==> src/rtl/uart_core.sv <==
// rtl/uart_core.sv - 8N1 UART transmitter clocked by the baud clock.
// Optional even-parity bit between data and stop when UART_PARITY_EN is defined.
module uart_core #(
    parameter int CLKS_PER_BIT = 1,
    parameter int DATA_BITS    = 8
) (
    input  logic       clk_baud,
    input  logic       rst,
    input  logic [7:0] tx_byte,
    input  logic       start_send,
    output logic       tx,
    output logic       done,
    output logic       busy
);

    localparam int CW = (CLKS_PER_BIT < 2) ? 1 : $clog2(CLKS_PER_BIT + 1);
    localparam logic [CW-1:0] CNT_MAX  = CW'(CLKS_PER_BIT - 1);
    localparam logic [2:0]    LAST_IDX = 3'(DATA_BITS - 1);

`ifdef UART_PARITY_EN
    typedef enum logic [2:0] {IDLE, START, DATA, PARITY, STOP} state_t;
`else
    typedef enum logic [2:0] {IDLE, START, DATA, STOP} state_t;
`endif

    state_t        state, state_n;
    logic [7:0]    shreg, shreg_n;
    logic [2:0]    idx, idx_n;
    logic [CW-1:0] cnt, cnt_n;
    logic          tx_q, tx_n;
    logic          done_q, done_n;
    logic          bit_end;
    logic [2:0]    idx_inc;

    always_ff @(posedge clk_baud or posedge rst) begin
        if (rst) begin
            state  <= IDLE;
            shreg  <= '0;
            idx    <= '0;
            cnt    <= '0;
            tx_q   <= 1'b1;
            done_q <= 1'b0;
        end else begin
            state  <= state_n;
            shreg  <= shreg_n;
            idx    <= idx_n;
            cnt    <= cnt_n;
            tx_q   <= tx_n;
            done_q <= done_n;
        end
    end

    // tx_n is the line level for the cycle after this edge, so tx stays a pure flop output.
    always_comb begin
        state_n = state;
        shreg_n = shreg;
        idx_n   = idx;
        cnt_n   = cnt;
        tx_n    = tx_q;
        done_n  = 1'b0;
        bit_end = (cnt == CNT_MAX);
        idx_inc = idx + 3'd1;
        case (state)
            IDLE: begin
                tx_n  = 1'b1;
                cnt_n = '0;
                idx_n = '0;
                if (start_send) begin
                    shreg_n = tx_byte;
                    state_n = START;
                    tx_n    = 1'b0;
                end
            end
            START: begin
                if (bit_end) begin
                    cnt_n   = '0;
                    idx_n   = '0;
                    state_n = DATA;
                    tx_n    = shreg[0];
                end else begin
                    cnt_n = cnt + CW'(1);
                end
            end
            DATA: begin
                if (bit_end) begin
                    cnt_n = '0;
                    if (idx == LAST_IDX) begin
`ifdef UART_PARITY_EN
                        state_n = PARITY;
                        tx_n    = ^shreg;
`else
                        state_n = STOP;
                        tx_n    = 1'b1;
`endif
                    end else begin
                        idx_n = idx_inc;
                        tx_n  = shreg[idx_inc];
                    end
                end else begin
                    cnt_n = cnt + CW'(1);
                end
            end
`ifdef UART_PARITY_EN
            PARITY: begin
                if (bit_end) begin
                    cnt_n   = '0;
                    state_n = STOP;
                    tx_n    = 1'b1;
                end else begin
                    cnt_n = cnt + CW'(1);
                end
            end
`endif
            STOP: begin
                if (bit_end) begin
                    cnt_n   = '0;
                    state_n = IDLE;
                    tx_n    = 1'b1;
                    done_n  = 1'b1;
                end else begin
                    cnt_n = cnt + CW'(1);
                end
            end
            default: begin
                state_n = IDLE;
                tx_n    = 1'b1;
            end
        endcase
    end

    assign tx   = tx_q;
    assign done = done_q;
    assign busy = (state != IDLE);

endmodule

==> config.mk <==
export PLATFORM = sky130hd
export DESIGN_NAME = uart_core
export DESIGN_NICKNAME = d
export VERILOG_FILES = /design/src/rtl/uart_core.sv
export SDC_FILE = /design/constraint.sdc
export NUM_CORES = 1
export LEC_CHECK = 0
export CAP_MARGIN = 5
export CORE_MARGIN = 2
export CORE_UTILIZATION = 49
export CTS_CLUSTER_SIZE = 20
export DETAILED_ROUTE_END_ITERATION = 16
export GPL_ROUTABILITY_DRIVEN = 0
export PLACE_DENSITY_LB_ADDON = 0.3
export SETUP_SLACK_MARGIN = 0.5
export SLEW_MARGIN = 40
export SYNTH_ARGS = -nofsm -noshare
export SYNTH_HDL_FRONTEND = slang
export SYNTH_SLANG_ARGS = --single-unit
==> constraint.sdc <==
create_clock -name clk_baud -period 2.3 [get_ports clk_baud]
set_clock_uncertainty 0.1 [all_clocks]
set_input_delay 0.23 -clock clk_baud [delete_from_list [all_inputs] [get_ports clk_baud]]
set_output_delay 0.23 -clock clk_baud [all_outputs]
set_load 0.1 [all_outputs]
==> results.md, run 1 <==
* Status: completed
* DIE AREA at 1898 µm²
* P_sw at 0.0005834 W
* # diodes at 0
* Crit-path cells: ha_4 > mux4_2 > and3b_1 > a211o_1
* Detailed Route Iter0 Violations at 15
* DRC Markers at 0
* Non-Filler Instances at 94
* Die width at 43.57 µm
* Total CTS buffers at 3
* Worst Setup End Kind: flop
* Count of input and output buffers at 13
* Leading area contributor after synthesis: dfrtp_1
* Largest net degree at the start of global routing at 16
* Initial core utilization at 0.5151
* Root Buffer: clkbuf_4
* Cells after Synth at 58
* Leading post-synthesis cells by cell area: dfrtp_1 46%, mux2_2 15%, ha_1 11%, mux2i_1 3.9%, dfstp_2 3.4%
* Vias in the first global route at 512
* First-pass GRT wire length at 2283 µm
* Area of the core at 1489 µm²
* Layout cells sized above 1 at 0.3077
* Crit path time final at 1.740 ns
* Reg2Reg Depth at 4
* Yosys top cell area share at 0.4568
* R2r startpoint: idx[0]$_DFFE_PP0P_
* Boundary pin count at 14
* Worst Path Max Fanout at 2
* CTS clk-pin slew, worst paths at 0.08 ns
* Worst VDD drop at 0.0006927 V
* Reg power frac at 0.343
* Hold Path Class: in -> async
* Clock sinks at 15
* Post-route ant nets at 0
* Max Root-Sink Buffers at 2
* Setup TNS at 0 ns
* Total gr overflow at 0
* Skew-Pair Late Insertion Delay at 0.28 ns
* CP startpoint kind: flop
* CP max stage cell: mux4_2
* Inst Count DP at 87
* Drt pass-1 iters at 4
* Fin. Hold Viols at 0
* H-tree Lvls at 1
* Actual slew at the worst max-slew pin at 0.5802 ns
* FP Rows at 14
* Crit path launch: idx[0]$_DFFE_PP0P_
* Total GRT Usage at 0.1661
* Critical path's largest stage delay at 0.47 ns
* Commonest non-fill, non-tap cell in the layout: dfrtp_1
* Leak at 0.4592 nW
* Ys Warns at 0
* Reg area at 379.1 µm²
* Worst setup path endpoint: tx$_DFF_PP1_
* WP data required at 2.41 ns
* Routed vias at 523
* Max-Cap Viols at 0
* RSZ-0062 raised after global routing: no
* Vias per cell at 5.564
* DR WL/cell at 14.98 µm
* CTS tree: built
* Yosys reg bits at 15
* Die Y at 43.57 µm
* Switch share at 0.4162
* Initial antenna violation count at 0
* Final nets at 97
* Tcrit/Tclk final at 0.7564
* Max-Slew Margin vs Limit at 0.6128
* Comb pwr share at 0.553
* Synth cell types at 20
* Most frequent cells in the layout: 12 x dfrtp_1, 10 x mux2_2, 10 x clkdlybuf4s50_1
* Syn nets at 76
* Mean Syn Cell Area at 13.22 µm²
* Pre-CTS WS at 0.4575 ns
* R2R Path End: tx$_DFF_PP1_
* Fmax at 0.5748 GHz
* WS Path Type: reg -> reg
* Setup WS post-layout at 0.5602 ns
* Internal power at 0.0008184 W
* Final setup viols at 0
* Cell Area, Synth at 767.0 µm²
* Sequential area share after synthesis at 0.4910
* Final Max Tran Viols at 0
* Power Density at 1440 nW/µm²
* Area Growth Syn to Fin at 26.92%
* Multi-input logic area at 384.1 µm²
* Total routed wirelength at 1408 µm
* Hpwl dp at 1000 µm
* Reg2reg setup slack at 0.56 ns
* Clock share of power at 0.104
* Fill cell count at 110
* Worst EP arrival at 1.85 ns
* Hold_buf cts at 0
[sequential cells by signal, indices dropped and copies added, names as in the netlist]
signal and cells:
state 2, idx 3, done 1, shreg 8, tx 1
[power groups by stage]
stage               registers [W]  clock network, W  logic, W
floorplan                0.000574                 0  0.000470
global placement         0.000488                 0  0.000680
detailed placement       0.000490                 0  0.000711
CTS                      0.000479          0.000152  0.000749
global route             0.000493          0.000166  0.000832
finish                   0.000481          0.000146  0.000776
[synth_stat cells]
| library cell | count |
|---|---|
| a211o_1 | 2 |
| a21o_1 | 1 |
| a21oi_1 | 1 |
| a22o_1 | 2 |
| and3b_1 | 1 |
| dfrtp_1 | 14 |
| dfstp_2 | 1 |
| ha_1 | 7 |
| inv_1 | 5 |
| mux2_2 | 10 |
| mux2i_1 | 3 |
| mux4_2 | 1 |
| nand2_1 | 2 |
| nand2b_1 | 2 |
| nor2_1 | 1 |
| nor2b_1 | 1 |
| nor3b_1 | 1 |
| o221ai_1 | 1 |
| o2bb2ai_1 | 1 |
| o31ai_1 | 1 |
[cells by family after synthesis]
kind of cell,count (synthesis),synth area share
DFF,15,0.4910
muxes,14,0.2153
AOI/OAI and AO/OA,9,0.09463
and+or+nand+nor,8,0.06037
adders and majority gates,7,0.1142
buffers and inverters,5,0.02447
[critical path, delay by kind of cell (launching register included)]
family,cells,cell delay (ns)
and+or+nand+nor,1,0.17
AOI/OAI and AO/OA,1,0.22
DFF,1,0.43
adders and majority gates,1,0.27
muxes,1,0.47
[routing by layer]
layer	track usage	up-vias	wire [µm]
met1	0.2216	259	647
li1	-	253	-
met5	0	-	0
met3	0.03750	2	37
met4	0.05455	0	5
met2	0.2676	9	717
[worst min path at each step]
stage / start / endpoint / slack, ns / cells after the start
floorplan: rst / done$_DFF_PP0_ / 0.03 / 1
global placement: shreg[4]$_DFFE_PP0P_ / shreg[4]$_DFFE_PP0P_ / 0.39 / 1
detailed placement: shreg[7]$_DFFE_PP0P_ / shreg[7]$_DFFE_PP0P_ / 0.39 / 1
CTS: rst / shreg[4]$_DFFE_PP0P_ / 0.21 / 2
global route: rst / shreg[5]$_DFFE_PP0P_ / 0.25 / 2
finish: rst / shreg[5]$_DFFE_PP0P_ / 0.20 / 2
[per-stage QoR]
stage	hold slack (ns)	total power, W	utilization	area [µm²]
6_report	0.2025	0.001402	0.6538	973.4
5_1_grt	0.2503	0.001491	0.6538	973.4
4_1_cts	0.2128	0.001380	0.6479	964.7
3_5_place_dp	0.3922	0.001201	0.6202	923.4
3_3_place_gp	0.3932	0.001167	0.6202	923.4
2_1_floorplan	0.03070	0.001043	-	780.7
[final cells by class]
class / instances / share of cell area
multi-input combinational: 38 / 0.3946
sequential: 15 / 0.3895
timing repair buffer: 16 / 0.1491
clock buffer: 4 / 0.02699
tap: 16 / 0.02057
inverter: 5 / 0.01928
[timing repair]
item                       in CTS  in global routing
pin swaps                       1                  2
resized for setup               0                  1
setup endpoints to repair       1                  5
buffers inserted                2                  1
(Power assumes the default switching activity.)
==> inputs of run 2 (changes only) <==
--- a/config.mk
+++ b/config.mk
@@ -6,8 +6,9 @@
 export NUM_CORES = 1
 export LEC_CHECK = 0
 export CAP_MARGIN = 5
+export CORE_ASPECT_RATIO = 0.75
 export CORE_MARGIN = 2
-export CORE_UTILIZATION = 49
+export CORE_UTILIZATION = 44
 export CTS_CLUSTER_SIZE = 20
 export DETAILED_ROUTE_END_ITERATION = 16
 export GPL_ROUTABILITY_DRIVEN = 0
==> constraint.sdc (replaced) <==
create_clock -name clk_baud -period 1.55 [get_ports clk_baud]
set_clock_uncertainty 0.1 [all_clocks]
set_input_delay 0.155 -clock clk_baud [delete_from_list [all_inputs] [get_ports clk_baud]]
set_output_delay 0.155 -clock clk_baud [all_outputs]
set_load 0.1 [all_outputs]
==> results.md, run 2 (same netlist as run 1, synthesis figures left out) <==
* Power Density at 2247 nW/µm² (was 1440 nW/µm²)
* R2r startpoint: idx[1]$_DFFE_PP0P_ (was idx[0]$_DFFE_PP0P_)
* Final Max Tran Viols at 0 (unchanged)
* Total CTS buffers at 3 (unchanged)
* Drt pass-1 iters at 4 (unchanged)
* Total GRT Usage at 0.2293 (was 0.1661)
* Layout cells sized above 1 at 0.5714 (was 0.3077)
* Reg2Reg Depth at 4 (unchanged)
* Reg2reg setup slack at -0.24 ns (was 0.56 ns)
* Leak at 0.5958 nW (was 0.4592 nW)
* Root Buffer: clkbuf_4 (unchanged)
* Critical path's largest stage delay at 0.50 ns (was 0.47 ns)
* Largest net degree at the start of global routing at 16 (unchanged)
* Total routed wirelength at 2067 µm (was 1408 µm)
* Crit-path cells: ha_4 > mux4_2 > and3b_1 > a211o_1 (unchanged)
* Routed vias at 625 (was 523)
* Fin. Hold Viols at 0 (unchanged)
* CP delay by family, top: multiplexers (unchanged)
* Worst hold slack at 0.05609 ns (was 0.2025 ns)
* Most frequent cells in the layout: 12 x dfrtp_1, 10 x mux2_4, 10 x clkdlybuf4s50_1, 10 x buf_4, 6 x buf_6 (was 12 x dfrtp_1, 10 x mux2_2, 10 x clkdlybuf4s50_1)
* CP max stage cell: mux4_2 (unchanged)
* Worst VDD drop at 0.001959 V (was 0.0006927 V)
* Clock sinks at 15 (unchanged)
* Max Root-Sink Buffers at 2 (unchanged)
* RSZ-0062 raised after global routing: yes (was no)
* Count of input and output buffers at 13 (unchanged)
* Finished Core Util at 0.7663 (was 0.6538)
* WS Path Type: reg -> reg (unchanged)
* Final nets at 110 (was 97)
* Worst Setup End Kind: flop (unchanged)
* Max-Slew Margin vs Limit at 0.8414 (was 0.6128)
* Vias in the first global route at 619 (was 512)
* CP startpoint kind: flop (unchanged)
* Post-route ant nets at 0 (unchanged)
* Vias per cell at 5.531 (was 5.564)
* CTS clk-pin slew, worst paths at 0.09 ns (was 0.08 ns)
* Die width at 52.21 µm (was 43.57 µm)
* Commonest non-fill, non-tap cell in the layout: dfrtp_1 (unchanged)
* Actual slew at the worst max-slew pin at 0.2364 ns (was 0.5802 ns)
* Final setup viols at 8 (was 0)
* Crit path time final at 1.787 ns (was 1.740 ns)
* Detailed Route Iter0 Violations at 17 (was 15)
* Tcrit/Tclk final at 1.153 (was 0.7564)
* Biggest regs: shreg x8, idx x3, state x2 (unchanged)
* Boundary pin count at 14 (unchanged)
* Worst EP arrival at 1.92 ns (was 1.85 ns)
* Reg with most FFs: shreg (unchanged)
* Total gr overflow at 0 (unchanged)
* First-pass GRT wire length at 3132 µm (was 2283 µm)
* Fmax at 0.5595 GHz (was 0.5748 GHz)
* CTS tree: built (unchanged)
* FP Rows at 13 (was 14)
* Initial antenna violation count at 0 (unchanged)
* Skew-Pair Late Insertion Delay at 0.29 ns (was 0.28 ns)
* Hold Path Class: in -> async (unchanged)
* Die Y at 40.16 µm (was 43.57 µm)
* Worst setup path endpoint: tx$_DFF_PP1_ (unchanged)
* Crit. path cell count at 4 (unchanged)
* # diodes at 0 (unchanged)
* Initial core utilization at 0.4534 (was 0.5151)
* Status: finished with violations (was completed)
* Failing checks: negative setup slack
* Max-Cap Viols at 0 (unchanged)
* R2R Path End: tx$_DFF_PP1_ (unchanged)
* Area Growth Syn to Fin at 69.00% (was 26.92%)
* DRC Markers at 0 (unchanged)
* Setup WS post-layout at -0.2375 ns (was 0.5602 ns)
* Final instance area at 1296 µm² (was 973.4 µm²)
* Setup TNS at -0.3459 ns (was 0 ns)
* WP data required at 1.68 ns (was 2.41 ns)
* DIE AREA at 2096 µm² (was 1898 µm²)
* Bufs and invs on worst path at 0 (unchanged)
* Largest register FFs at 8 (unchanged)
* DR WL/cell at 18.29 µm (was 14.98 µm)
* Hpwl dp at 1316 µm (was 1000 µm)
* Dpl cell area at 1117 µm² (was 923.4 µm²)
* H-tree Lvls at 1 (unchanged)
* Worst Path Max Fanout at 2 (unchanged)
* Area of the core at 1692 µm² (was 1489 µm²)
* Crit path launch: idx[1]$_DFFE_PP0P_ (was idx[0]$_DFFE_PP0P_)
run 2: cell types whose count changed in the layout (fill, tap and decap cells not counted), moves of 2 or more:
cell	previous run	this run
mux2_2	10	0
mux2_4	0	10
buf_6	0	6
ha_1	6	1
buf_4	6	10
ha_4	1	5
inv_1	5	1
buf_12	0	3
inv_2	0	2
run 2: worst reg2reg max path: cells and delay by family, from the launching register on:
kind,cells,cell delay [ns]
flops,1,0.42
fa+ha+maj,1,0.29
simple gates,1,0.19
mux,1,0.50
compound gates,1,0.22
run 2: metrics by stage:
step           cells  power, W  setup WS, ns
6_report         113  0.002912       -0.2375
3_5_place_dp     101  0.002252       -0.1766
5_1_grt          113  0.003043       -0.2758
2_1_floorplan     58  0.001754       -0.1964
4_1_cts          110  0.002778       -0.1891
3_3_place_gp     101  0.002171       -0.1563
run 2: final cells by class:
class,count,area [µm²]
Multi-Input combinational cell,38,531.8
Tap cell,22,27.53
Timing Repair Buffer,29,302.8
Clock buffer,4,26.28
Fill cell,99,395.4
Sequential cell,15,382.9
Inverter,5,25.02
run 2: how the worst min path moves through the flow:
stage | end | depth (start not counted) | slack, ns | from
after detailed placement | shreg[5]$_DFFE_PP0P_ | 3 | 0.38 | rst
after global routing | shreg[4]$_DFFE_PP0P_ | 3 | 0.06 | rst
after floorplan | idx[1]$_DFFE_PP0P_ | 1 | -0.04 | rst
after global placement | shreg[5]$_DFFE_PP0P_ | 3 | 0.37 | rst
after CTS | idx[1]$_DFFE_PP0P_ | 3 | 0.06 | rst
final | idx[1]$_DFFE_PP0P_ | 3 | 0.06 | rst
run 2: where the power goes:
group	internal, W	switching [W]	leakage [nW]
clock network	0.000100	0.000125	0.0150
registers	0.000596	0.000158	0.181
logic	0.00106	0.000875	0.400
run 2: timing repair:
item	in CTS	in global routing
hold buffers	0	0
endpoints found under the setup margin	17	18
resized for setup	18	3
pin swaps	5	4
setup buffers	5	3
endpoints found under the hold margin	0	0
run 2: layer usage:
metal | vias to the layer above | global-route usage | share of wire
met5 | - | 0 | 0
met4 | 0 | 0.07051 | 0.015
met3 | 4 | 0.08209 | 0.037
met2 | 16 | 0.4399 | 0.54
met1 | 328 | 0.2431 | 0.41
li1 | 277 | - | -
==> inputs of run 3 (changes only) <==
--- a/config.mk
+++ b/config.mk
@@ -6,11 +6,11 @@
 export NUM_CORES = 1
 export LEC_CHECK = 0
 export CAP_MARGIN = 5
-export CORE_ASPECT_RATIO = 0.75
 export CORE_MARGIN = 2
-export CORE_UTILIZATION = 44
+export CORE_UTILIZATION = 50
 export CTS_CLUSTER_SIZE = 20
 export DETAILED_ROUTE_END_ITERATION = 16
+export DONT_BUFFER_PORTS = 1
 export GPL_ROUTABILITY_DRIVEN = 0
 export PLACE_DENSITY_LB_ADDON = 0.3
 export SETUP_SLACK_MARGIN = 0.5
==> results.md, run 3 (same netlist as run 1, synthesis figures left out) <==
* Worst VDD drop at 0.001755 V (was 0.001959 V)
* Comb pwr share at 0.597 (was 0.664)
* Fill cell count at 73 (was 99)
* CP max stage cell: mux4_2 (unchanged)
* Max Root-Sink Buffers at 2 (unchanged)
* Bufs and invs on worst path at 0 (unchanged)
* Initial core utilization at 0.5213 (was 0.4534)
* CTS tree: built (unchanged)
* Initial antenna violation count at 0 (unchanged)
* Detailed Route Iter0 Violations at 6 (was 17)
* H-tree Lvls at 1 (unchanged)
* Crit path time final at 1.750 ns (was 1.787 ns)
* Setup TNS at -0.2603 ns (was -0.3459 ns)
* CP startpoint kind: flop (unchanged)
* Status: finished with violations (unchanged)
* Vias per cell at 5.650 (was 5.531)
* Total gr overflow at 0 (unchanged)
* DR WL/cell at 18.76 µm (was 18.29 µm)
* Finished Core Util at 0.8291 (was 0.7663)
* Crit path launch: idx[1]$_DFFE_PP0P_ (unchanged)
* Max-Cap Viols at 0 (unchanged)
* Final setup viols at 2 (was 8)
* RSZ-0062 raised after global routing: yes (unchanged)
* Crit-path cells: ha_4 > mux4_2 > and3b_1 > a211o_1 (unchanged)
* Boundary pin count at 14 (unchanged)
* Leak at 0.5680 nW (was 0.5958 nW)
* Metal3 WL at 98 µm (was 77 µm)
* Reg power frac at 0.322 (was 0.259)
* CP delay by family, top: multiplexers (unchanged)
* Area Growth Syn to Fin at 59.05% (was 69.00%)
* Biggest regs: shreg x8, idx x3, state x2 (unchanged)
* Non-Filler Instances at 103 (was 113)
* Skew-Pair Late Insertion Delay at 0.29 ns (about the same)
* CTS clk-pin slew, worst paths at 0.09 ns (about the same)
* Met2 WL at 992 µm (was 1110 µm)
* Vias in the first global route at 590 (was 619)
* Drt pass-1 iters at 4 (unchanged)
* Clock share of power at 0.081 (was 0.077)
* DIE AREA at 1863 µm² (was 2096 µm²)
* Commonest non-fill, non-tap cell in the layout: dfrtp_1 (unchanged)
* Switch share at 0.3965 (was 0.3974)
* Post-route ant nets at 0 (unchanged)
* Total GRT Usage at 0.2150 (was 0.2293)
* Layout cells sized above 1 at 0.5517 (was 0.5714)
* Worst Path Max Fanout at 2 (unchanged)
* Die Y at 43.17 µm (was 40.16 µm)
* FP Rows at 14 (was 13)
* Fmax at 0.5714 GHz (was 0.5595 GHz)
* R2r startpoint: idx[1]$_DFFE_PP0P_ (unchanged)
* Power Density at 2276 nW/µm² (was 2247 nW/µm²)
* Worst EP arrival at 1.87 ns (was 1.92 ns)
* Die width at 43.17 µm (was 52.21 µm)
* WL met1 at 785 µm (was 848 µm)
* DRC Markers at 0 (unchanged)
* Routed vias at 582 (was 625)
* Final Max Tran Viols at 0 (unchanged)
* P_sw at 0.001101 W (was 0.001157 W)
* Total CTS buffers at 3 (unchanged)
* Count of input and output buffers at 0 (was 13)
* Root Buffer: clkbuf_4 (unchanged)
* Pre-CTS WS at -0.1759 ns (was -0.1766 ns)
* Clock sinks at 15 (unchanged)
* WS Path Type: reg -> reg (unchanged)
* Internal power at 0.001676 W (was 0.001755 W)
* Dpl cell area at 942.2 µm² (was 1117 µm²)
* Most frequent cells in the layout: 12 x dfrtp_1, 10 x mux2_4, 10 x dlygate4sd3_1 (was 12 x dfrtp_1, 10 x mux2_4, 10 x clkdlybuf4s50_1, 10 x buf_4, 6 x buf_6)
* # diodes at 0 (unchanged)
* Actual slew at the worst max-slew pin at 0.5779 ns (was 0.2364 ns)
* Largest net degree at the start of global routing at 16 (unchanged)
* Total routed wirelength at 1932 µm (was 2067 µm)
* Area of the core at 1471 µm² (was 1692 µm²)
* Worst Setup End Kind: flop (unchanged)
* Hold_sp: start_send
* Critical path's largest stage delay at 0.48 ns (was 0.50 ns)
* Hold Path Class: in -> reg (was in -> async)
* Inst Count DP at 81 (was 101)
* Final instance area at 1220 µm² (was 1296 µm²)
* WP data required at 1.67 ns (was 1.68 ns)
* Largest register FFs at 8 (unchanged)
* Setup WS post-layout at -0.2000 ns (was -0.2375 ns)
* Failing checks: negative setup slack (unchanged)
* Final nets at 106 (was 110)
* Tcrit/Tclk final at 1.129 (was 1.153)
* Reg with most FFs: shreg (unchanged)
* Fin. Hold Viols at 0 (unchanged)
* Max-Slew Margin vs Limit at 0.6143 (was 0.8414)
* First-pass GRT wire length at 2725 µm (was 3132 µm)
* Highest metal used: met4 (unchanged)
run 3: changes by cell type in the layout (fill, tap and decap cells not counted), moves of 2 or more:
cell | before | now
clkdlybuf4s50_1 | 10 | 0
dlygate4sd3_1 | 0 | 10
buf_12 | 3 | 1
buf_4 | 10 | 8
run 3: power groups by stage:
stage               clock [W]  combinational (W)  sequential (W)
floorplan                   0           0.000880        0.000874
CTS                  0.000231            0.00146        0.000884
global placement            0            0.00110        0.000892
global route         0.000248            0.00175        0.000917
detailed placement          0            0.00113        0.000901
finish               0.000224            0.00166        0.000894
run 3: through the flow:
stage	power [W]	hold slack, ns
after floorplan	0.001754	-0.04437
after global placement	0.001996	0.01948
after detailed placement	0.002031	0.01978
after CTS	0.002571	0.03636
after global routing	0.002913	0.02751
final	0.002777	0.03541
run 3: routing by layer:
| metal | track usage | vias to the layer above |
|---|---|---|
| li1 | - | 268 |
| met1 | 0.2712 | 285 |
| met2 | 0.2985 | 21 |
| met3 | 0.09362 | 8 |
| met4 | 0.1333 | 0 |
| met5 | 0 | - |
run 3: worst paths after layout:
| path | cells after the start | slack (ns) | endpoint |
|---|---|---|---|
| min in group asynchronous | 2 | 0.26 | shreg[6]$_DFFE_PP0P_ |
| max in group asynchronous | 2 | 0.66 | done$_DFF_PP0_ |
| setup / recovery | 4 | -0.20 | tx$_DFF_PP1_ |
| setup reg to reg | 4 | -0.20 | tx$_DFF_PP1_ |
| hold reg to reg | 1 | 0.42 | shreg[4]$_DFFE_PP0P_ |
| hold / removal | 2 | 0.04 | shreg[6]$_DFFE_PP0P_ |
run 3: cell type report:
cell class	instances	area, µm²	share of cell area
multi-input cells	38	515.5	0.4226
flip-flops and latches	15	385.4	0.3159
repair buffers	25	247.7	0.2031
clock buffers	4	26.28	0.02154
inverters	5	25.02	0.02051
well taps	16	20.02	0.01641
run 3: repair_timing:
action                                 in CTS  in global routing
setup endpoints to repair                  17                 17
pin swaps                                   7                  6
endpoints found under the hold margin      23                  0
buffers inserted                            6                  2
hold buffers                               10                  0
resized for setup                          18                  6
